**src/rtl/cache_bus_responder_if.sv**
```systemverilog
// Cache-side request/return bus shared by the data cache and the memory responder.
interface cache_bus_responder_if;
  logic         rd_req;
  logic [2:0]   rd_type;
  logic [31:0]  rd_addr;
  logic         rd_rdy;
  logic         ret_valid;
  logic         ret_last;
  logic [31:0]  ret_data;
  logic         wr_req;
  logic [2:0]   wr_type;
  logic [31:0]  wr_addr;
  logic [3:0]   wr_wstrb;
  logic [127:0] wr_data;
  logic         wr_rdy;

  modport master (
    output rd_req, rd_type, rd_addr, wr_req, wr_type, wr_addr, wr_wstrb, wr_data,
    input  rd_rdy, ret_valid, ret_last, ret_data, wr_rdy
  );

  modport slave (
    input  rd_req, rd_type, rd_addr, wr_req, wr_type, wr_addr, wr_wstrb, wr_data,
    output rd_rdy, ret_valid, ret_last, ret_data, wr_rdy
  );
endinterface

```
**src/rtl/cache_bus_responder.sv**
```systemverilog
// Memory-side responder for the data cache: line refills, write-backs and
// uncached accesses served from one single-port synchronous SRAM.
module cache_bus_responder #(
  parameter int unsigned ADDR_W = 14
) (
  input  logic                  clk,
  input  logic                  reset,
  cache_bus_responder_if.slave  bus,
  output logic                  sram_en,
  output logic [3:0]            sram_we,
  output logic [ADDR_W-1:0]     sram_addr,
  output logic [31:0]           sram_wdata,
  input  logic [31:0]           sram_rdata
);

  localparam logic [2:0] TYPE_LINE = 3'b100;

  typedef enum logic [1:0] {R_IDLE, R_ISSUE, R_DRAIN} rd_state_t;

  rd_state_t         rd_state;
  logic [1:0]        rd_beat;
  logic              rd_line;
  logic [ADDR_W-1:0] rd_word;
  logic              ret_valid_q;
  logic              ret_last_q;

  logic              wb_valid;
  logic              wb_issue;
  logic              wb_last;
  logic              wb_line;
  logic [ADDR_W-1:0] wb_word;
  logic [3:0]        wb_strb;
  logic [127:0]      wb_data;
  logic [1:0]        wb_beat;

  logic              sram_en_q;
  logic [3:0]        sram_we_q;

  logic              rd_acc;
  logic              wr_acc;
  logic              rd_last_beat;
  logic              rd_next;
  logic [1:0]        rd_beat_n;
  logic [ADDR_W-1:0] rd_word_n;

  logic              wr_pend;
  logic              w_line;
  logic [ADDR_W-1:0] w_word;
  logic [3:0]        w_strb;
  logic [127:0]      w_data;
  logic [1:0]        w_beat;

  logic              unused_addr_bits;

  assign unused_addr_bits = ^{bus.rd_addr[31:ADDR_W+2], bus.rd_addr[1:0],
                              bus.wr_addr[31:ADDR_W+2], bus.wr_addr[1:0]};

  // Writes win simultaneous requests and reads never overtake a buffered write.
  assign bus.wr_rdy = ~reset & ~wb_valid;
  assign bus.rd_rdy = ~reset & (rd_state == R_IDLE) & ~wb_valid & ~bus.wr_req;

  assign rd_acc       = bus.rd_req & bus.rd_rdy;
  assign wr_acc       = bus.wr_req & bus.wr_rdy;
  assign rd_last_beat = rd_line ? (rd_beat == 2'd3) : 1'b1;

  assign bus.ret_valid = ret_valid_q & ~reset;
  assign bus.ret_last  = ret_last_q & ~reset;
  assign bus.ret_data  = sram_rdata;
  assign sram_en       = sram_en_q & ~reset;
  assign sram_we       = sram_we_q & {4{~reset}};

  // Read beat that will own the SRAM port next cycle, if any.
  always_comb begin
    rd_next   = 1'b0;
    rd_beat_n = '0;
    rd_word_n = rd_word;
    if (rd_acc) begin
      rd_next   = 1'b1;
      rd_word_n = (bus.rd_type == TYPE_LINE) ? {bus.rd_addr[ADDR_W+1:4], 2'b00}
                                             : bus.rd_addr[ADDR_W+1:2];
    end else if ((rd_state == R_ISSUE) && !rd_last_beat) begin
      rd_next   = 1'b1;
      rd_beat_n = rd_beat + 2'd1;
    end
  end

  // Write-buffer view that includes a request being accepted this cycle, so a
  // write can start draining the very next cycle without a bubble.
  always_comb begin
    wr_pend = wr_acc | wb_issue;
    w_line  = wb_line;
    w_word  = wb_word;
    w_strb  = wb_strb;
    w_data  = wb_data;
    w_beat  = wb_beat;
    if (wr_acc) begin
      w_line = (bus.wr_type == TYPE_LINE);
      w_word = (bus.wr_type == TYPE_LINE) ? {bus.wr_addr[ADDR_W+1:4], 2'b00}
                                          : bus.wr_addr[ADDR_W+1:2];
      w_strb = bus.wr_wstrb;
      w_data = bus.wr_data;
      w_beat = '0;
    end
  end

  // Read FSM, write buffer and registered SRAM port; reads own the port while issuing.
  always_ff @(posedge clk) begin
    if (reset) begin
      rd_state    <= R_IDLE;
      rd_beat     <= '0;
      rd_line     <= 1'b0;
      rd_word     <= '0;
      ret_valid_q <= 1'b0;
      ret_last_q  <= 1'b0;
      wb_valid    <= 1'b0;
      wb_issue    <= 1'b0;
      wb_last     <= 1'b0;
      wb_line     <= 1'b0;
      wb_word     <= '0;
      wb_strb     <= '0;
      wb_data     <= '0;
      wb_beat     <= '0;
      sram_en_q   <= 1'b0;
      sram_we_q   <= '0;
      sram_addr   <= '0;
      sram_wdata  <= '0;
    end else begin
      case (rd_state)
        R_IDLE: begin
          if (rd_acc) begin
            rd_state <= R_ISSUE;
            rd_beat  <= '0;
            rd_line  <= (bus.rd_type == TYPE_LINE);
            rd_word  <= rd_word_n;
          end
        end
        R_ISSUE: begin
          if (rd_last_beat) rd_state <= R_DRAIN;
          else              rd_beat  <= rd_beat_n;
        end
        R_DRAIN: rd_state <= R_IDLE;
        default: rd_state <= R_IDLE;
      endcase

      ret_valid_q <= (rd_state == R_ISSUE);
      ret_last_q  <= (rd_state == R_ISSUE) && rd_last_beat;

      if (wr_acc) begin
        wb_valid <= 1'b1;
        wb_issue <= 1'b1;
        wb_line  <= w_line;
        wb_word  <= w_word;
        wb_strb  <= w_strb;
        wb_data  <= w_data;
        wb_beat  <= '0;
      end
      // The buffer frees only after its final write has actually been on the port.
      wb_last <= 1'b0;
      if (wb_last) wb_valid <= 1'b0;

      sram_en_q <= 1'b0;
      sram_we_q <= '0;
      if (rd_next) begin
        sram_en_q <= 1'b1;
        sram_addr <= {rd_word_n[ADDR_W-1:2], rd_word_n[1:0] | rd_beat_n};
      end else if (wr_pend) begin
        sram_en_q  <= 1'b1;
        sram_we_q  <= w_line ? 4'b1111 : w_strb;
        sram_addr  <= {w_word[ADDR_W-1:2], w_word[1:0] | w_beat};
        sram_wdata <= w_data[{w_beat, 5'd0} +: 32];
        wb_beat    <= w_beat + 2'd1;
        if (w_beat == (w_line ? 2'd3 : 2'd0)) begin
          wb_issue <= 1'b0;
          wb_last  <= 1'b1;
        end
      end
    end
  end

endmodule

```
**src/flat_wrapper.sv**
```systemverilog
// flat-port wrapper written by rule: the top's interface ports become plain ports
module cache_bus_responder_flat 
#(
  parameter int unsigned ADDR_W = 14
)
  (clk, reset, sram_en, sram_we, sram_addr, sram_wdata, sram_rdata, bus_rd_req, bus_rd_type, bus_rd_addr, bus_wr_req, bus_wr_type, bus_wr_addr, bus_wr_wstrb, bus_wr_data, bus_rd_rdy, bus_ret_valid, bus_ret_last, bus_ret_data, bus_wr_rdy);
  cache_bus_responder_if bus_i ();
  input  logic clk;
  input  logic reset;
  output logic sram_en;
  output logic [3:0] sram_we;
  output logic [ADDR_W-1:0] sram_addr;
  output logic [31:0] sram_wdata;
  input  logic [31:0] sram_rdata;
  input wire logic [$bits(bus_i.rd_req)-1:0] bus_rd_req;
  input wire logic [$bits(bus_i.rd_type)-1:0] bus_rd_type;
  input wire logic [$bits(bus_i.rd_addr)-1:0] bus_rd_addr;
  input wire logic [$bits(bus_i.wr_req)-1:0] bus_wr_req;
  input wire logic [$bits(bus_i.wr_type)-1:0] bus_wr_type;
  input wire logic [$bits(bus_i.wr_addr)-1:0] bus_wr_addr;
  input wire logic [$bits(bus_i.wr_wstrb)-1:0] bus_wr_wstrb;
  input wire logic [$bits(bus_i.wr_data)-1:0] bus_wr_data;
  output wire logic [$bits(bus_i.rd_rdy)-1:0] bus_rd_rdy;
  output wire logic [$bits(bus_i.ret_valid)-1:0] bus_ret_valid;
  output wire logic [$bits(bus_i.ret_last)-1:0] bus_ret_last;
  output wire logic [$bits(bus_i.ret_data)-1:0] bus_ret_data;
  output wire logic [$bits(bus_i.wr_rdy)-1:0] bus_wr_rdy;
  assign bus_i.rd_req = bus_rd_req;
  assign bus_i.rd_type = bus_rd_type;
  assign bus_i.rd_addr = bus_rd_addr;
  assign bus_i.wr_req = bus_wr_req;
  assign bus_i.wr_type = bus_wr_type;
  assign bus_i.wr_addr = bus_wr_addr;
  assign bus_i.wr_wstrb = bus_wr_wstrb;
  assign bus_i.wr_data = bus_wr_data;
  assign bus_rd_rdy = bus_i.rd_rdy;
  assign bus_ret_valid = bus_i.ret_valid;
  assign bus_ret_last = bus_i.ret_last;
  assign bus_ret_data = bus_i.ret_data;
  assign bus_wr_rdy = bus_i.wr_rdy;
  cache_bus_responder #(.ADDR_W(ADDR_W)) u_core (.clk(clk), .reset(reset), .bus(bus_i), .sram_en(sram_en), .sram_we(sram_we), .sram_addr(sram_addr), .sram_wdata(sram_wdata), .sram_rdata(sram_rdata));
endmodule
```
**config.mk**
```make
export PLATFORM = sky130hd
export DESIGN_NAME = cache_bus_responder_flat
export DESIGN_NICKNAME = d
export VERILOG_FILES = /design/src/rtl/cache_bus_responder_if.sv /design/src/rtl/cache_bus_responder.sv /design/src/flat_wrapper.sv
export SDC_FILE = /design/constraint.sdc
export NUM_CORES = 1
export LEC_CHECK = 0
export CAP_MARGIN = 5
export CORE_MARGIN = 5
export CORE_UTILIZATION = 40
export CTS_CLUSTER_SIZE = 12
export DETAILED_ROUTE_END_ITERATION = 8
export PLACE_DENSITY = 0.7
export SETUP_SLACK_MARGIN = 0.2
export SLEW_MARGIN = 5
export SYNTH_ARGS = -nofsm -noshare
export SYNTH_HDL_FRONTEND = slang
export SYNTH_SLANG_ARGS = --single-unit
```
**constraint.sdc**
```tcl
create_clock -name clk -period 2.9 [get_ports clk]
set_clock_uncertainty 0.2 [all_clocks]
set_input_delay 0.435 -clock clk [delete_from_list [all_inputs] [get_ports clk]]
set_output_delay 0.435 -clock clk [all_outputs]
set_load 0.02 [all_outputs]
```
==> summary.md, run 1 <==
| Metric | Value |
|---|---|
| Outcome | `finished, final reports clean` |
| Part of the power in registers | `0.449` |
| Largest net degree at the start of global routing | `136` |
| Port Buf Inserts | `224` |
| Via count | `8,076` |
| Hold_ws | `0.02654 ns` |
| Yosys cell types | `49` |
| Vias per cell | `5.134` |
| Post-DR wirelength/cell | `16.62 µm` |
| Die width | `163.4 µm` |
| Maximum vdd drop | `378.0 µV` |
| Nets | `1,476` |
| Hold buffers post-CTS | `0` |
| Lkg Pwr | `4.636 nW` |
| Fin. max-slew vios | `0` |
| HP Class | `in -> reg` |
| Post-CTS setup buffers | `0` |
| Vias in the first global route | `7,926` |
| Root buf cell | `clkbuf_16` |
| Starting density of the core | `0.4033` |
| Worst setup margin | `0.5394 ns` |
| CTS tree | `built` |
| DP HPWL | `17,540 µm` |
| CTS Buf Count | `25` |
| Number of enable flip-flop cells after synthesis | `0` |
| Combinational power share | `0.143` |
| DRC viols | `0` |
| H-tree levels | `1` |
| GRT Total Usage | `0.1886` |
| Synth warnings | `0` |
| Core Rows | `56` |
| Routed wire length | `26,140 µm` |
| Area delta synth->final | `33.59%` |
| Commonest non-fill, non-tap cell in the layout | `nand2_1` |
| Critical path fanouts, max | `7` |
| Final ANT Viol Nets | `0` |
| Clk_lat worst skew | `0.51 ns` |
| Final Critical Period | `2.361 ns` |
| TritonCTS Sinks | `224` |
| Crit start category | `flop` |
| Fmax | `423.6 MHz` |
| Commonest cells after routing, fill and taps aside | `345 x nand2_1, 222 x clkdlybuf4s50_1, 222 x dfxtp_1, 142 x a21oi_1, 65 x nand3b_1` |
| Max cap viols | `0` |
| First-pass GRT wire length | `41,360 µm` |
| Antenna cells | `0` |
| Drt first pass iters | `4` |
| Unrepaired setup endpoints after global routing | `false` |
| Post-cts sizing count | `1` |
| Sequential share of the synthesized area | `0.4766` |
| Switching power total | `1.862 mW` |
| CP arrival | `1.73 ns` |
| Syn Nets | `1,316` |
| Switching Share | `0.2476` |
| GPL Wtd Cong | `0.8010` |
| Post-synth top flop | `dfxtp_1` |
| Post-place setup slack | `0.1262 ns` |
| Drt initial violations | `463` |
| Synth Area per Inst | `8.736 µm²` |
| Final worst-path cycle share | `0.8140` |
| Core area | `0.02333 mm²` |
| Final Hold Violating Endpoints | `0` |
| Critical path class | `reg -> out` |
| Total gr overflow | `0` |
| Clock power share | `0.408` |
| Initial antenna violation count | `0` |
| Asr flop ratio synth | `0` |
| Fraction of layout cells with a size suffix above 1 | `0.09410` |
| Fin Setup TNS | `0 ns` |
| Die Ht | `163.4 µm` |
| Ports | `325` |
| Clock slew at reported path FFs | `0.06 ns` |
| Power density over cell area | `598.1 mW/mm²` |
| Internal | `5.656 mW` |
| Worst Tran Pin Value | `0.8507 ns` |
| Flops & latches, synth | `224` |
| Post-Syn Instances | `1,077` |
| # setup viols final | `0` |
| CP endpoint kind | `output port` |
| Critical Path RT | `2.27 ns` |
| CTS Buffer Depth | `3` |
| Slew headroom | `0.4285` |
| DIE AREA | `0.02669 mm²` |
| Syn Std Cell Area | `0.009409 mm²` |
-- state kept, by name, summed over array words and instances (netlist names) --
signal	count
u_core.wb_issue	1
u_core.rd_beat	2
u_core.sram_en_q	1
u_core.wb_strb	4
u_core.rd_state	2
u_core.ret_last_q	1
u_core.sram_we_q	4
u_core.wb_line	1
u_core.wb_word	14
u_core.ret_valid_q	1
u_core.sram_wdata	32
u_core.rd_word	14
u_core.wb_beat	2
u_core.wb_last	1
u_core.rd_line	1
u_core.sram_addr	14
u_core.wb_data	128
u_core.wb_valid	1
-- final timing paths --
kind,from,cells after the start,slack (ns),to
hold reg to reg,u_core.wb_last,1,0.19,u_core.wb_valid
hold / removal,reset,2,0.03,u_core.wb_strb[3]
setup / recovery,u_core.wb_valid,3,0.54,bus_rd_rdy
setup reg to reg,u_core.rd_beat[0],7,0.60,u_core.sram_wdata[3]
-- power by group through the flow --
stage	logic, mW	registers [mW]	clock network [mW]
final	1.07	3.37	3.07
after global routing	1.17	3.39	3.27
after CTS	1.09	3.37	3.14
after detailed placement	1.08	3.44	0
after global placement	1.07	3.43	0
after floorplan	0.566	3.47	0
-- through the flow --
| step | cell area [µm²] | utilization | total power, mW | instances |
|---|---|---|---|---|
| 4_1_cts | 12570 | 0.5387 | 7.596 | 1573 |
| 6_report | 12570 | 0.5387 | 7.518 | 1573 |
| 3_5_place_dp | 11770 | 0.5046 | 4.519 | 1529 |
| 2_1_floorplan | 9409 | - | 4.038 | 1077 |
| 5_1_grt | 12570 | 0.5387 | 7.833 | 1573 |
| 3_3_place_gp | 11770 | 0.5046 | 4.501 | 1529 |
-- worst max-delay path: stages (launching register included) --
cell and delay [ns]:
dfxtp_1 0.40, nor2_1 0.17, nor4b_1 0.27, dlygate4sd2_1 0.38
-- logic make-up (layout without fill, tap and decap cells) --
kind of cell | Yosys count | in the layout | share of synthesized area
DFF | 224 | 224 | 0.4766
adders and majority gates | 1 | 1 | 0.001330
muxes | 36 | 36 | 0.08085
buffers and inverters | 125 | 302 | 0.06795
and+or+nand+nor | 477 | 477 | 0.2327
xor gates and xnor gates | 1 | 1 | 0.0009310
AOI/OAI and AO/OA | 213 | 213 | 0.1396
-- cell type report --
type	instances	area, µm²
repair buffers	255	2550
well taps	319	399.1
clock inverters	6	62.56
multi-input cells	728	4325
clock buffers	38	734.5
flip-flops and latches	224	4487
fillers	2174	10760
inverters	3	11.26
-- cell usage after synthesis (2+ instances only) --
cell type	n	area [µm²]
a311oi_1	36	315.3
a211o_1	2	17.52
a211oi_1	2	15.01
nor4b_1	4	35.03
nor2_2	2	12.51
nor2_1	14	52.55
nand3b_1	65	488.0
buf_1	9	33.78
o21bai_1	5	37.54
inv_1	3	11.26
and2_1	6	37.54
a22o_1	3	26.28
or3_1	2	12.51
mux2i_1	4	40.04
dfxtp_1	224	4484
o2bb2ai_1	4	35.03
or2_2	2	12.51
o21ai_0	2	10.01
buf_4	34	255.2
mux4_2	32	720.7
a21oi_1	143	715.7
a21boi_0	2	15.01
nand2_1	345	1295
clkbuf_1	50	187.7
nor2b_1	8	50.05
nand3_1	12	60.06
buf_2	28	140.1
a221o_1	5	50.05
nor3_1	5	25.02
o22ai_1	3	18.77
or3b_2	3	26.28
-- routing by layer --
metal	vias to the layer above	share of wire	global-route usage
met1	3790	0.44	0.2562
met4	0	0.021	0.05261
met3	46	0.070	0.03583
met5	-	0	0
li1	3995	-	-
met2	245	0.47	0.3089
Power figures use the tool's default switching activity.
==> run 2: changes to the inputs <==
- PLACE_DENSITY: 0.7 -> 0.73
- clock period: 2.9 -> 2.1 ns (I/O delays scaled with it)
==> run 2 against run 1 <==
Setup slack worse by 0.54 ns. Final cell count up 3.4%. Combinational power up 62%. Sequential cell count unchanged. Clock power up 42%. Total power up 43%. Utilization up 4.6 points. Via count up 4.4%. Non-clock buffer count up 55. Sequential power up 38%. Critical path type is now reg -> reg. Critical endpoint is now u_core.sram_wdata[13]. Highest routed layer unchanged.
==> summary.md, run 2 (synthesis results as in run 1) <==
| Metric | Value |
|---|---|
| Outcome | `finished, final reports clean (unchanged)` |
| CTS tree | `built (unchanged)` |
| Vias per cell | `5.181 (was 5.134)` |
| Final Hold Violating Endpoints | `0 (unchanged)` |
| Final worst-path cycle share | `0.9998` |
| Post-DR wirelength/cell | `17.38 µm (was 16.62 µm)` |
| CP arrival | `2.31 ns (was 1.73 ns)` |
| Unrepaired setup endpoints after global routing | `true (was false)` |
| Routed wire length | `28,270 µm (was 26,140 µm)` |
| Commonest cells after routing, fill and taps aside | `345 x nand2_1, 219 x dfxtp_1, 167 x clkdlybuf4s50_1, 122 x a21oi_1, 65 x nand3b_1 (was 345 x nand2_1, 222 x clkdlybuf4s50_1, 222 x dfxtp_1, 142 x a21oi_1, 65 x nand3b_1)` |
| Largest register by flop count | `u_core.wb_data (unchanged)` |
| Die Ht | `163.4 µm (unchanged)` |
| Reg-to-reg endpoint | `u_core.sram_wdata[13] (was u_core.sram_wdata[3])` |
| DIE AREA | `0.02669 mm² (unchanged)` |
| Fin Setup TNS | `0 ns (unchanged)` |
| Ports | `325 (unchanged)` |
| GRT Total Usage | `0.1995 (was 0.1886)` |
| Core area | `0.02333 mm² (unchanged)` |
| Slew headroom | `0.6063 (was 0.4285)` |
| Met2 wire length | `13,690 µm (was 12,320 µm)` |
| R2R Setup Slk | `0.0004 ns (was 0.60 ns)` |
| Area delta synth->final | `44.88% (was 33.59%)` |
| Maximum vdd drop | `497.5 µV (was 378.0 µV)` |
| DR WL met3 | `1918 µm (was 1830 µm)` |
| R2R depth | `7 (unchanged)` |
| First-pass GRT wire length | `43,250 µm (was 41,360 µm)` |
| Final Cell Area | `0.01363 mm² (was 0.01257 mm²)` |
| Total gr overflow | `0 (unchanged)` |
| HP Class | `in -> reg (unchanged)` |
| Critical path class | `reg -> reg (was reg -> out)` |
| Worst Tran Pin Value | `0.5905 ns (was 0.8507 ns)` |
| Port Buf Inserts | `224 (unchanged)` |
| CP endpoint kind | `flop (was output port)` |
| Nets | `1,532 (was 1,476)` |
| Drt first pass iters | `6 (was 4)` |
| Number of flip-flops in the largest register | `128 (unchanged)` |
| Final Critical Period | `2.100 ns` |
| Power density over cell area | `787.9 mW/mm² (was 598.1 mW/mm²)` |
| # setup viols final | `0 (unchanged)` |
| R2r startpoint | `u_core.rd_beat[0] (unchanged)` |
| Largest net degree at the start of global routing | `137 (was 136)` |
| CTS Buf Count | `25 (unchanged)` |
| Clock slew at reported path FFs | `0.06 ns (about the same)` |
| Max cap viols | `0 (unchanged)` |
| Die width | `163.4 µm (unchanged)` |
| Root buf cell | `clkbuf_16 (unchanged)` |
| Starting density of the core | `0.4033 (unchanged)` |
| Fmax | `476.3 MHz` |
| Worst hold stages | `3 (was 2)` |
| Placed Instance Area | `0.01213 mm² (was 0.01177 mm²)` |
| Clk_lat worst skew | `0.51 ns (about the same)` |
| Total Power | `10.74 mW (was 7.518 mW)` |
| Fin. max-slew vios | `0 (unchanged)` |
| Top Registers | `u_core.wb_data x128, u_core.sram_wdata x32 (unchanged)` |
| Final ANT Viol Nets | `0 (unchanged)` |
| Critical path fanouts, max | `7 (unchanged)` |
| Drt initial violations | `500 (was 463)` |
| Critical Path RT | `2.32 ns (was 2.27 ns)` |
| Highest metal used | `met4 (unchanged)` |
| DP HPWL | `18,590 µm (was 17,540 µm)` |
| Initial antenna violation count | `1 (was 0)` |
| H-tree levels | `1 (unchanged)` |
| Lkg Pwr | `5.320 nW (was 4.636 nW)` |
| TritonCTS Sinks | `224 (unchanged)` |
| GPL Wtd Cong | `0.8233 (was 0.8010)` |
| Commonest non-fill, non-tap cell in the layout | `nand2_1 (unchanged)` |
| Worst hold start | `reset (unchanged)` |
| DRC viols | `0 (unchanged)` |
| CTS Buffer Depth | `3 (unchanged)` |
| Crit start category | `flop (unchanged)` |
| Via count | `8,430 (was 8,076)` |
| Core Rows | `56 (unchanged)` |
| Vias in the first global route | `8,344 (was 7,926)` |
| Hold_ws | `0.05686 ns (was 0.02654 ns)` |
| M1 wire length | `11,850 µm (was 11,430 µm)` |
| Fraction of layout cells with a size suffix above 1 | `0.1844 (was 0.09410)` |
| WHS Endpoint | `u_core.wb_line (was u_core.wb_strb[3])` |
==> run 2: cell types whose count changed in the layout (fill, tap and decap cells not counted), moves of 16 or more <==
cell / delta
a311oi_1: -31
a311oi_2: +31
a21oi_2: +16
a21oi_1: -20
buf_4: +26
dlygate4sd2_1: +53
clkdlybuf4s50_1: -55
==> run 2: per-layer routing <==
layer | vias to the layer above | GRT usage
met5 | - | 0
met4 | 0 | 0.06291
met3 | 55 | 0.03684
met2 | 288 | 0.3389
met1 | 3961 | 0.2584
li1 | 4126 | -
==> run 2: how the worst max path moves through the flow <==
stage / startpoint / end / slack [ns]
finish: u_core.rd_beat[0] / u_core.sram_wdata[13] / 0.0004
detailed placement: bus_wr_req / u_core.sram_wdata[17] / -0.42
global route: u_core.rd_state[0] / u_core.sram_wdata[13] / -0.06
global placement: bus_wr_req / u_core.sram_wdata[6] / -0.38
CTS: u_core.rd_beat[0] / u_core.sram_wdata[30] / 0.02
floorplan: u_core.rd_beat[0] / u_core.sram_addr[10] / 0.14
==> run 2: final cells by class <==
cell class | instances | area, µm²
fillers | 2034 | 9701
well taps | 319 | 399.1
repair buffers | 310 | 3191
inverters | 3 | 11.26
diodes | 1 | 2.502
multi-input cells | 729 | 4720
clock buffers | 34 | 699.4
flip-flops and latches | 224 | 4496
clock inverters | 7 | 113.9
==> run 2: through the flow <==
| step | instances | util | setup WS [ns] |
|---|---|---|---|
| 2_1_floorplan | 1077 | - | 0.1429 |
| 3_5_place_dp | 1556 | 0.5201 | -0.4182 |
| 3_3_place_gp | 1556 | 0.5201 | -0.3775 |
| 6_report | 1627 | 0.5842 | 0.0003582 |
| 5_1_grt | 1627 | 0.5842 | -0.05694 |
| 4_1_cts | 1619 | 0.5700 | 0.01960 |
==> run 2: report_power, final <==
part	internal [mW]	switching [mW]	total [mW]
Combinational	0.900	0.829	1.73
Clock	2.68	1.67	4.35
Sequential	4.51	0.149	4.66
Total	8.09	2.65	10.7
==> run 2: repair_timing <==
item | 4_1_cts | 5_1_grt
gates cloned | 5 | 3
hold endpoints to repair | 0 | 0
setup buffers | 17 | 4
endpoints found under the setup margin | 120 | 76
resized for setup | 99 | 57
pin swaps | 17 | 20
hold buffers | 0 | 0
==> run 2: worst max-delay path, cell delays in order (launching register included) <==
cell and delay, ns:
dfxtp_4 0.35, ha_4 0.15, or4bb_4 0.54, o21ai_4 0.11, nor2_4 0.12, buf_12 0.16, buf_16 0.14, a311oi_2 0.24
==> run 3: changes to the inputs <==
- GPL_ROUTABILITY_DRIVEN: unset -> 0
- GPL_TIMING_DRIVEN: unset -> 0
==> run 3 against run 2 <==
Non-clock buffer count is 100 higher. Register-to-register slack better by 0.04 ns. Clock power shrank 6.7%. Sequential share of layout area fell by 0.81 points. Largest cell class unchanged. Sequential cell count unchanged. Setup slack improved by 0.038 ns. Routed wire length grew 20%. Die area is the same. Final cell count rose by 5.9%. Final area grew 2.5%. Maximum frequency up 1.9%. Utilization grew 1.5 points.
==> summary.md, run 3 (synthesis results as in run 1) <==
| Metric | Value |
|---|---|
| Outcome | `finished, final reports clean (unchanged)` |
| Via count | `9,171 (was 8,430)` |
| First-pass GRT wire length | `49,090 µm (was 43,250 µm)` |
| Final worst-path cycle share | `0.9816 (was 0.9998)` |
| CTS Buf Count | `24 (was 25)` |
| Final Critical Period | `2.061 ns (was 2.100 ns)` |
| H-tree levels | `1 (unchanged)` |
| Crit path to | `u_core.sram_addr[5] (was u_core.sram_wdata[13])` |
| Commonest non-fill, non-tap cell in the layout | `nand2_1 (unchanged)` |
| Core Rows | `56 (unchanged)` |
| Ports | `325 (unchanged)` |
| Critical path's largest stage delay | `0.55 ns (was 0.54 ns)` |
| Core area | `0.02333 mm² (unchanged)` |
| Clk_lat worst skew | `0.52 ns (was 0.51 ns)` |
| M2 GR Usage | `0.3879 (was 0.3389)` |
| Post-DR wirelength/cell | `19.64 µm (was 17.38 µm)` |
| Fin. max-slew vios | `0 (unchanged)` |
| Clock slew at reported path FFs | `0.06 ns (about the same)` |
| Power density over cell area | `758.7 mW/mm² (was 787.9 mW/mm²)` |
| Root buf cell | `clkbuf_16 (unchanged)` |
| Routed wire length | `33,840 µm (was 28,270 µm)` |
| Starting density of the core | `0.4033 (unchanged)` |
| Nets | `1,630 (was 1,532)` |
| CTS Buffer Depth | `3 (unchanged)` |
| Final core occ | `0.5990 (was 0.5842)` |
| CP arrival | `2.27 ns (was 2.31 ns)` |
| CP endpoint kind | `flop (unchanged)` |
| Fraction of layout cells with a size suffix above 1 | `0.1880 (was 0.1844)` |
| DP Cell Count | `1,652 (was 1,556)` |
| Area delta synth->final | `48.55% (was 44.88%)` |
| # setup viols final | `0 (unchanged)` |
| DP HPWL | `23,940 µm (was 18,590 µm)` |
| Fin Setup TNS | `0 ns (unchanged)` |
| Worst Tran Pin Value | `0.6462 ns (was 0.5905 ns)` |
| TritonCTS Sinks | `224 (unchanged)` |
| R2R Setup Slk | `0.04 ns (was 0.0004 ns)` |
| Initial antenna violation count | `0 (was 1)` |
| Max cap viols | `0 (unchanged)` |
| Unrepaired setup endpoints after global routing | `true (unchanged)` |
| Hold buffers post-CTS | `0 (unchanged)` |
| Antenna cells | `0 (was 1)` |
| Vias per cell | `5.323 (was 5.181)` |
| R2r startpoint | `u_core.wb_valid (was u_core.rd_beat[0])` |
| DRC viols | `0 (unchanged)` |
| Lkg Pwr | `5.569 nW (was 5.320 nW)` |
| Total gr overflow | `0 (unchanged)` |
| Fmax | `485.1 MHz (was 476.3 MHz)` |
| Critical path fanouts, max | `7 (unchanged)` |
| Port Buf Inserts | `256 (was 224)` |
| Maximum vdd drop | `512.6 µV (was 497.5 µV)` |
| Largest register by flop count | `u_core.wb_data (unchanged)` |
| GRT Total Usage | `0.2338 (was 0.1995)` |
| Drt initial violations | `802 (was 500)` |
| Final Cell Area | `0.01398 mm² (was 0.01363 mm²)` |
| Critical path class | `reg -> reg (unchanged)` |
| Largest net degree at the start of global routing | `13 (was 137)` |
| Commonest cells after routing, fill and taps aside | `343 x nand2_1, 220 x dfxtp_1, 199 x clkdlybuf4s50_1, 131 x a21oi_1, 71 x buf_4 (was 345 x nand2_1, 219 x dfxtp_1, 167 x clkdlybuf4s50_1, 122 x a21oi_1, 65 x nand3b_1)` |
| CP max-delay cell | `or4b_4 (was or4bb_4)` |
| Total Power | `10.60 mW (was 10.74 mW)` |
| Top Registers | `u_core.wb_data x128, u_core.sram_wdata x32 (unchanged)` |
| Critical Path RT | `2.30 ns (was 2.32 ns)` |
| GR peak layer | `met2 (unchanged)` |
| Die width | `163.4 µm (unchanged)` |
| GRT met1 Usage | `0.3145 (was 0.2584)` |
| HP Class | `in -> reg (unchanged)` |
| Drt first pass iters | `5 (was 6)` |
| GR Util met3 | `0.03432 (was 0.03684)` |
| Setup crit start | `u_core.wb_valid (was u_core.rd_beat[0])` |
| Die Ht | `163.4 µm (unchanged)` |
| Critical path cell sequence | `or4b_4 -> o21ai_4 -> nor2_4 -> buf_6 -> a221o_1 (was ha_4 -> or4bb_4 -> o21ai_4 -> nor2_4 -> buf_12 -> buf_16 -> a311oi_2)` |
| Placed Instance Area | `0.01241 mm² (was 0.01213 mm²)` |
| Final Hold Violating Endpoints | `0 (unchanged)` |
| Number of flip-flops in the largest register | `128 (unchanged)` |
| Final ANT Viol Nets | `0 (unchanged)` |
| R2R depth | `5 (was 7)` |
| Reg-to-reg endpoint | `u_core.sram_addr[5] (was u_core.sram_wdata[13])` |
| Vias in the first global route | `8,982 (was 8,344)` |
| DIE AREA | `0.02669 mm² (unchanged)` |
| Slew headroom | `0.5692 (was 0.6063)` |
| CTS tree | `built (unchanged)` |
| Crit start category | `flop (unchanged)` |
| Fin cells | `1,723 (was 1,627)` |
==> run 3: changes by cell type in the layout (fill, tap and decap cells not counted), moves of 17 or more <==
cell	change
clkdlybuf4s50_1	+32
clkbuf_1	+21
buf_4	+20
a311oi_1	+19
a311oi_2	-19
buf_12	-17
clkbuf_8	+17
==> run 3: area by class of cell <==
class	count	area (µm²)
fill	2033	9355
sequential	224	4497
clock buffer	36	726.9
timing repair buffer	288	2748
tap	319	399.1
inverter	3	11.26
clock inverter	3	17.52
multi-input combinational	728	4566
buffer	122	1012
==> run 3: how the worst min path moves through the flow <==
| stage | start | end | slack, ns | depth (start not counted) |
|---|---|---|---|---|
| 2_1_floorplan | u_core.wb_last | u_core.wb_valid | 0.17 | 1 |
| 3_3_place_gp | u_core.wb_last | u_core.wb_valid | 0.18 | 1 |
| 3_5_place_dp | u_core.wb_last | u_core.wb_valid | 0.18 | 1 |
| 4_1_cts | bus_wr_data[115] | u_core.wb_data[115] | 0.12 | 3 |
| 5_1_grt | bus_wr_data[107] | u_core.wb_data[107] | 0.13 | 3 |
| 6_report | bus_wr_data[107] | u_core.wb_data[107] | 0.13 | 3 |
==> run 3: critical path: cells and delay by family (launching register included) <==
kind | cells | cell delay (ns)
AND/OR/NAND/NOR | 2 | 0.67
flip-flops | 1 | 0.38
AO/OA/AOI/OAI | 2 | 0.53
buffers and inverters | 1 | 0.17
==> run 3: metal layers <==
metal	vias to the layer above	routed length, µm
li1	4316	-
met1	4341	14220
met2	435	16140
met3	79	2433
met4	0	1052
met5	-	0
==> run 3: timing repair <==
item,in CTS,in global routing
resized for setup,211,77
setup endpoints to repair,273,217
hold endpoints to repair,0,0
buffers inserted,16,13
pin swaps,6,9
cloned,2,1
==> run 3: power by group <==
part / switching [mW] / internal (mW)
registers: 0.157 / 4.51
clock network: 1.69 / 2.36
logic: 0.930 / 0.947
total: 2.78 / 7.82
==> run 3: metrics by stage <==
| stage | setup slack, ns | hold WS (ns) |
|---|---|---|
| floorplan | 0.1429 | 0.1732 |
| global placement | -1.320 | 0.1765 |
| detailed placement | -1.320 | 0.1773 |
| CTS | 0.03041 | 0.1177 |
| global route | -0.001424 | 0.1261 |
| finish | 0.03862 | 0.1348 |
